`src/rtl/alu_disp_pkg.sv`:
```
// Shared types and constants for the ALU result display formatter.
// The FMT_LZB_EN build option (leading-zero blanking) is applied in alu_result_fmt.
package alu_disp_pkg;

    localparam logic [3:0] DIG_MINUS = 4'hA;
    localparam logic [3:0] DIG_DOT   = 4'hB;

    typedef enum logic [1:0] {
        IDLE,
        CONV,
        FMT
    } fmt_state_t;

    // Smallest n with 10^n > 2^w: decimal positions needed for a w-bit magnitude.
    function automatic int dec_digits_for(input int w);
        longint lim;
        longint p;
        int     n;
        lim = longint'(1) << w;
        p   = 1;
        n   = 0;
        while (p <= lim) begin
            p = p * 10;
            n++;
        end
        return n;
    endfunction

endpackage

```
`src/rtl/bcd_add3_cell.sv`:
```
// Double-dabble correction cell: adds 3 to a BCD nibble that is 5 or more,
// so the following left shift carries correctly into the next decimal digit.
module bcd_add3_cell (
    input  logic [3:0] nib_i,
    output logic [3:0] nib_o
);

    assign nib_o = (nib_i >= 4'd5) ? (nib_i + 4'd3) : nib_i;

endmodule

```
`src/rtl/alu_result_fmt.sv`:
```
// Binary ALU result to 7-segment digit codes via sequential double-dabble.
// Build option FMT_LZB_EN: leading-zero blanking with a floating minus sign.
module alu_result_fmt
    import alu_disp_pkg::*;
#(
    parameter int DATA_W = 8,
    parameter int DIGITS = 4
) (
    input  logic                  clk,
    input  logic                  rst_n,
    input  logic                  in_valid,
    output logic                  in_ready,
    input  logic [DATA_W-1:0]     in_data,
    input  logic                  in_signed,
    output logic [4*DIGITS-1:0]   digits,
    output logic [DIGITS-1:0]     blank_mask,
    output logic                  out_valid
);

    localparam int BCD_W = 4 * (DIGITS - 1);
    localparam int CNT_W = $clog2(DATA_W + 1);

`ifdef FMT_LZB_EN
    localparam logic [DIGITS-1:0] RST_BLANK = {{(DIGITS-1){1'b1}}, 1'b0};
`else
    localparam logic [DIGITS-1:0] RST_BLANK = '0;
`endif

    // The leftmost position is kept free for the sign.
    generate
        if (dec_digits_for(DATA_W) > DIGITS - 1) begin : g_bad_digits
            $error("alu_result_fmt: DIGITS too small for DATA_W");
        end
    endgenerate

    fmt_state_t               state_q;
    logic [BCD_W-1:0]         bcd_q;
    logic [DATA_W-1:0]        mag_q;
    logic [CNT_W-1:0]         cnt_q;
    logic                     neg_q;
    logic [4*DIGITS-1:0]      digits_q;
    logic [DIGITS-1:0]        blank_q;
    logic                     out_valid_q;

    logic                     neg_d;
    logic [DATA_W-1:0]        mag_d;
    logic [BCD_W-1:0]         bcd_adj;
    logic [BCD_W+DATA_W-1:0]  shift_v;
    logic [4*DIGITS-1:0]      fmt_digits;
    logic [DIGITS-1:0]        fmt_blank;

    // DATA_W-bit negate of the most negative input leaves its unsigned magnitude.
    assign neg_d = in_signed & in_data[DATA_W-1];
    assign mag_d = neg_d ? (-in_data) : in_data;

    genvar gi;
    generate
        for (gi = 0; gi < DIGITS - 1; gi++) begin : g_add3
            bcd_add3_cell u_add3 (
                .nib_i (bcd_q[4*gi +: 4]),
                .nib_o (bcd_adj[4*gi +: 4])
            );
        end
    endgenerate

    assign shift_v = {bcd_adj, mag_q} << 1;

`ifdef FMT_LZB_EN
    logic [4*DIGITS-1:0] bcd_ext;
    int                  msd;

    assign bcd_ext = {4'h0, bcd_q};

    always_comb begin
        fmt_digits = '0;
        fmt_blank  = '0;
        msd        = 0;
        for (int i = 0; i < DIGITS - 1; i++) begin
            if (bcd_q[4*i +: 4] != 4'h0) begin
                msd = i;
            end
        end
        for (int i = 0; i < DIGITS; i++) begin
            if (i <= msd) begin
                fmt_digits[4*i +: 4] = bcd_ext[4*i +: 4];
            end else if (neg_q && (i == msd + 1)) begin
                fmt_digits[4*i +: 4] = DIG_MINUS;
            end else begin
                fmt_blank[i] = 1'b1;
            end
        end
    end
`else
    always_comb begin
        fmt_digits = {(neg_q ? DIG_MINUS : 4'h0), bcd_q};
        fmt_blank  = '0;
    end
`endif

    always_ff @(posedge clk or negedge rst_n) begin
        if (!rst_n) begin
            state_q     <= IDLE;
            bcd_q       <= '0;
            mag_q       <= '0;
            cnt_q       <= '0;
            neg_q       <= 1'b0;
            digits_q    <= '0;
            blank_q     <= RST_BLANK;
            out_valid_q <= 1'b0;
        end else begin
            out_valid_q <= 1'b0;
            case (state_q)
                IDLE: begin
                    if (in_valid) begin
                        neg_q   <= neg_d;
                        mag_q   <= mag_d;
                        bcd_q   <= '0;
                        cnt_q   <= '0;
                        state_q <= CONV;
                    end
                end
                CONV: begin
                    bcd_q <= shift_v[BCD_W+DATA_W-1:DATA_W];
                    mag_q <= shift_v[DATA_W-1:0];
                    cnt_q <= cnt_q + 1'b1;
                    if (cnt_q == CNT_W'(DATA_W - 1)) begin
                        state_q <= FMT;
                    end
                end
                FMT: begin
                    digits_q    <= fmt_digits;
                    blank_q     <= fmt_blank;
                    out_valid_q <= 1'b1;
                    state_q     <= IDLE;
                end
                default: state_q <= IDLE;
            endcase
        end
    end

    assign in_ready   = (state_q == IDLE);
    assign digits     = digits_q;
    assign blank_mask = blank_q;
    assign out_valid  = out_valid_q;

endmodule

```
`config.mk`:
```
export PLATFORM = sky130hd
export DESIGN_NAME = alu_result_fmt
export DESIGN_NICKNAME = d
export VERILOG_FILES = /design/src/rtl/alu_disp_pkg.sv /design/src/rtl/bcd_add3_cell.sv /design/src/rtl/alu_result_fmt.sv
export SDC_FILE = /design/constraint.sdc
export NUM_CORES = 1
export LEC_CHECK = 0
export ABC_CLOCK_PERIOD_IN_PS = 1900
export CAP_MARGIN = 10
export CORE_MARGIN = 1
export CORE_UTILIZATION = 30
export CTS_CLUSTER_DIAMETER = 120
export DETAILED_ROUTE_END_ITERATION = 6
export GPL_TIMING_DRIVEN = 0
export PLACE_DENSITY = 0.62
export SLEW_MARGIN = 30
export SYNTH_ARGS = -nofsm -noshare
export SYNTH_HDL_FRONTEND = slang
export SYNTH_SLANG_ARGS = --single-unit
```
`constraint.sdc`:
```
create_clock -name clk -period 1.9 [get_ports clk]
set_input_delay 0.19 -clock clk [delete_from_list [all_inputs] [get_ports clk]]
set_output_delay 0.19 -clock clk [all_outputs]
set_load 0.03 [all_outputs]
```
==> impl_results.md <==
- Status: finished clean
- Via Count: 1471
- Die area: 6960 um2
- Initial DRT Pass Iterations: 4
- Input/output buffers: 27
- Max cap viols: 0
- Die W: 83.4 um
- Mapped cell area: 1990 um2
- Share of cells above drive strength 1: 0.143
- Core area: 6390 um2
- # rows: 29
- Clk_skew: 5.87 ps
- Worst r2r src: bcd_q[4]
- Clock buffer depth: 2
- Max Slew Vio Count: 0
- Worst-Margin Slew: 592 ps
- Setup violators final: 0
- Final Util: 0.392
- # diodes: 0
- Startpoint types: register
- Area growth from synthesis to layout: 25.8%
- DP Area: 2400 um2
- Initial antenna violation count: 0
- Top Ports: 34
- First-pass GRT wire length: 6670 um
- Multi-input gate area: 860 um2
- Req. time, crit path: 2120 ps
- Grt total ovfl: 0
- Vias in the first global route: 1436
- Worst Setup SP: bcd_q[4]
- Post-Route Hold Slack: 372 ps
- Synth Instances: 188
- GPL Wtd Cong: 0.768
- Total CTS buffers: 5
- R2R depth: 6
- Post-DP HPWL: 2780 um
- Peak VDD IR: 0.000687 V
- Avg Vias per Cell: 4.79
- Largest net degree at the start of global routing: 24
- Setup repair bufs after CTS: 0
- Hold Crit Class: in -> async
- Seq cells post-synth: 41
- Most common cell after layout, fill and taps aside: dfrtp_1
- Final worst path period share: 0.883
- RSZ-0062 raised after global routing: false
- Commonest non-fill, non-tap cells in the layout: 41 x dfrtp_1, 25 x clkdlybuf4s50_1, 20 x nand2_1, 19 x o21ai_0, 11 x inv_1
- Sequential element share of the synthesized area: 0.516
- Chip height: 83.4 um
- Crit Path Class: reg -> reg
- CP Capture Type: register
- Worst-path clk slew: 80 ps
- Reg area: 1030 um2
- Post-layout minimum cycle time: 1680 ps
- Worst skew pair latency: 300 ps
- Fin area: 2500 um2
- Final ANT Viol Nets: 0
- Wire length per cell: 12.4 um
- Pwr dens: 1460 nW/um2
- Initial Util: 0.312
- H-tree level count: 2
- Synthesis Warnings: 0
- Syn Area/Cell: 10.6 um2
- CP Max Fanout: 4
- Hold Fails Final Rpt: 0
- Tot GR Track Use: 0.121
- Fill count: 635
- Static Leak: 1.17 nW
- Worst EP arrival: 1900 ps
- Iter 0 DRT Violations: 64
- Slew HR: 0.604
- Post-synth cell types: 32
- Root buffer cell: clkbuf_8
- DRT Wirelength: 3810 um
- CTS Sinks: 41
- Fmax: 0.596 GHz
- Total Nets Final: 249
- # DRC: 0
- CTS tree: done
[cell type report]
| cell class | count | area share |
|---|---|---|
| Multi-Input combinational cell | 128 | 0.343 |
| Timing Repair Buffer | 29 | 0.120 |
| Clock inverter | 2 | 0.00550 |
| Inverter | 11 | 0.0165 |
| Sequential cell | 41 | 0.410 |
| Tap cell | 77 | 0.0385 |
| Buffer | 13 | 0.0325 |
| Clock buffer | 6 | 0.0330 |
[per-stage QoR]
stage	power, mW	TNS [ps]	setup slack [ps]	cells
6_report	3.66	0	221	307
5_1_grt	3.96	0	104	307
4_1_cts	3.70	0	207	307
3_5_place_dp	3.09	0	170	298
3_3_place_gp	3.04	-18200	-446	297
2_1_floorplan	2.58	0	364	193
[critical path, cell delays in order, from the launching register on]
cell	delay, ps
dfrtp_1	400
inv_1	140
ha_1	220
nand2b_1	70
a21oi_1	280
mux2_2	370
o21ai_0	140
[repair_timing]
action,4_1_cts,5_1_grt
hold buffers,1,0
endpoints found under the hold margin,18,0
gates resized for setup,1,0
endpoints found under the setup margin,1,0
[Yosys cell counts (all sizes together)]
library cell | n | share of area
or2 | 1 | 0.0031
a21oi | 6 | 0.015
a22oi | 5 | 0.019
conb | 1 | 0.0019
o21ai | 19 | 0.048
nor2 | 10 | 0.020
a32o | 3 | 0.015
o41ai | 1 | 0.0082
or4 | 1 | 0.0057
nand4 | 1 | 0.0031
nand2 | 20 | 0.038
o32ai | 3 | 0.013
o22a | 1 | 0.0044
buf | 12 | 0.039
ha | 8 | 0.050
mux2 | 8 | 0.045
dfrtp | 41 | 0.52
xor2 | 2 | 0.0088
xnor2 | 8 | 0.035
inv | 11 | 0.021
clkbuf | 1 | 0.0019
nand3 | 1 | 0.0025
and2 | 1 | 0.0031
a31oi | 3 | 0.0094
nor3 | 3 | 0.0075
a22o | 2 | 0.0088
o22ai | 3 | 0.0094
o31ai | 4 | 0.015
mux2i | 4 | 0.020
nand2b | 4 | 0.013
[report_power, final]
part | total (mW) | internal, mW | switching [mW]
Combinational | 1.62 | 0.736 | 0.887
Sequential | 1.43 | 1.21 | 0.222
Clock | 0.606 | 0.294 | 0.311
[worst paths after layout]
path,endpoint,slack (ps)
max in group asynchronous,bcd_q[11],1050
min,digits[4],370
max reg2reg,bcd_q[6],220
min in group clk,bcd_q[0],480
min reg2reg,bcd_q[0],480
max,bcd_q[6],220
[cell families (layout without fill, tap and decap cells)]
logic type | count (synthesis) | in the layout | synth area share
AO/OA/AOI/OAI | 50 | 50 | 0.165
XOR/XNOR | 10 | 10 | 0.0440
adder cells (fa/ha/maj) | 8 | 8 | 0.0503
buffers and inverters | 24 | 61 | 0.0616
flip-flops | 41 | 41 | 0.516
multiplexers | 12 | 12 | 0.0654
other | 1 | 6 | 0.00188
AND/OR/NAND/NOR | 42 | 42 | 0.0956
[metal layers]
layer / share of wire / GRT usage / vias up
met3: 0.041 / 0.0388 / 6
li1: - / - / 734
met2: 0.46 / 0.192 / 30
met1: 0.49 / 0.157 / 701
met5: 0 / 0 / -
met4: 0.014 / 0.0370 / 0
[sequential cells by signal (all words and copies together) (netlist names)]
register / count
mag_q: 8
cnt_q: 4
neg_q: 1
state_q: 2
bcd_q: 12
digits: 13
out_valid: 1
Power figures use the tool's default switching activity.
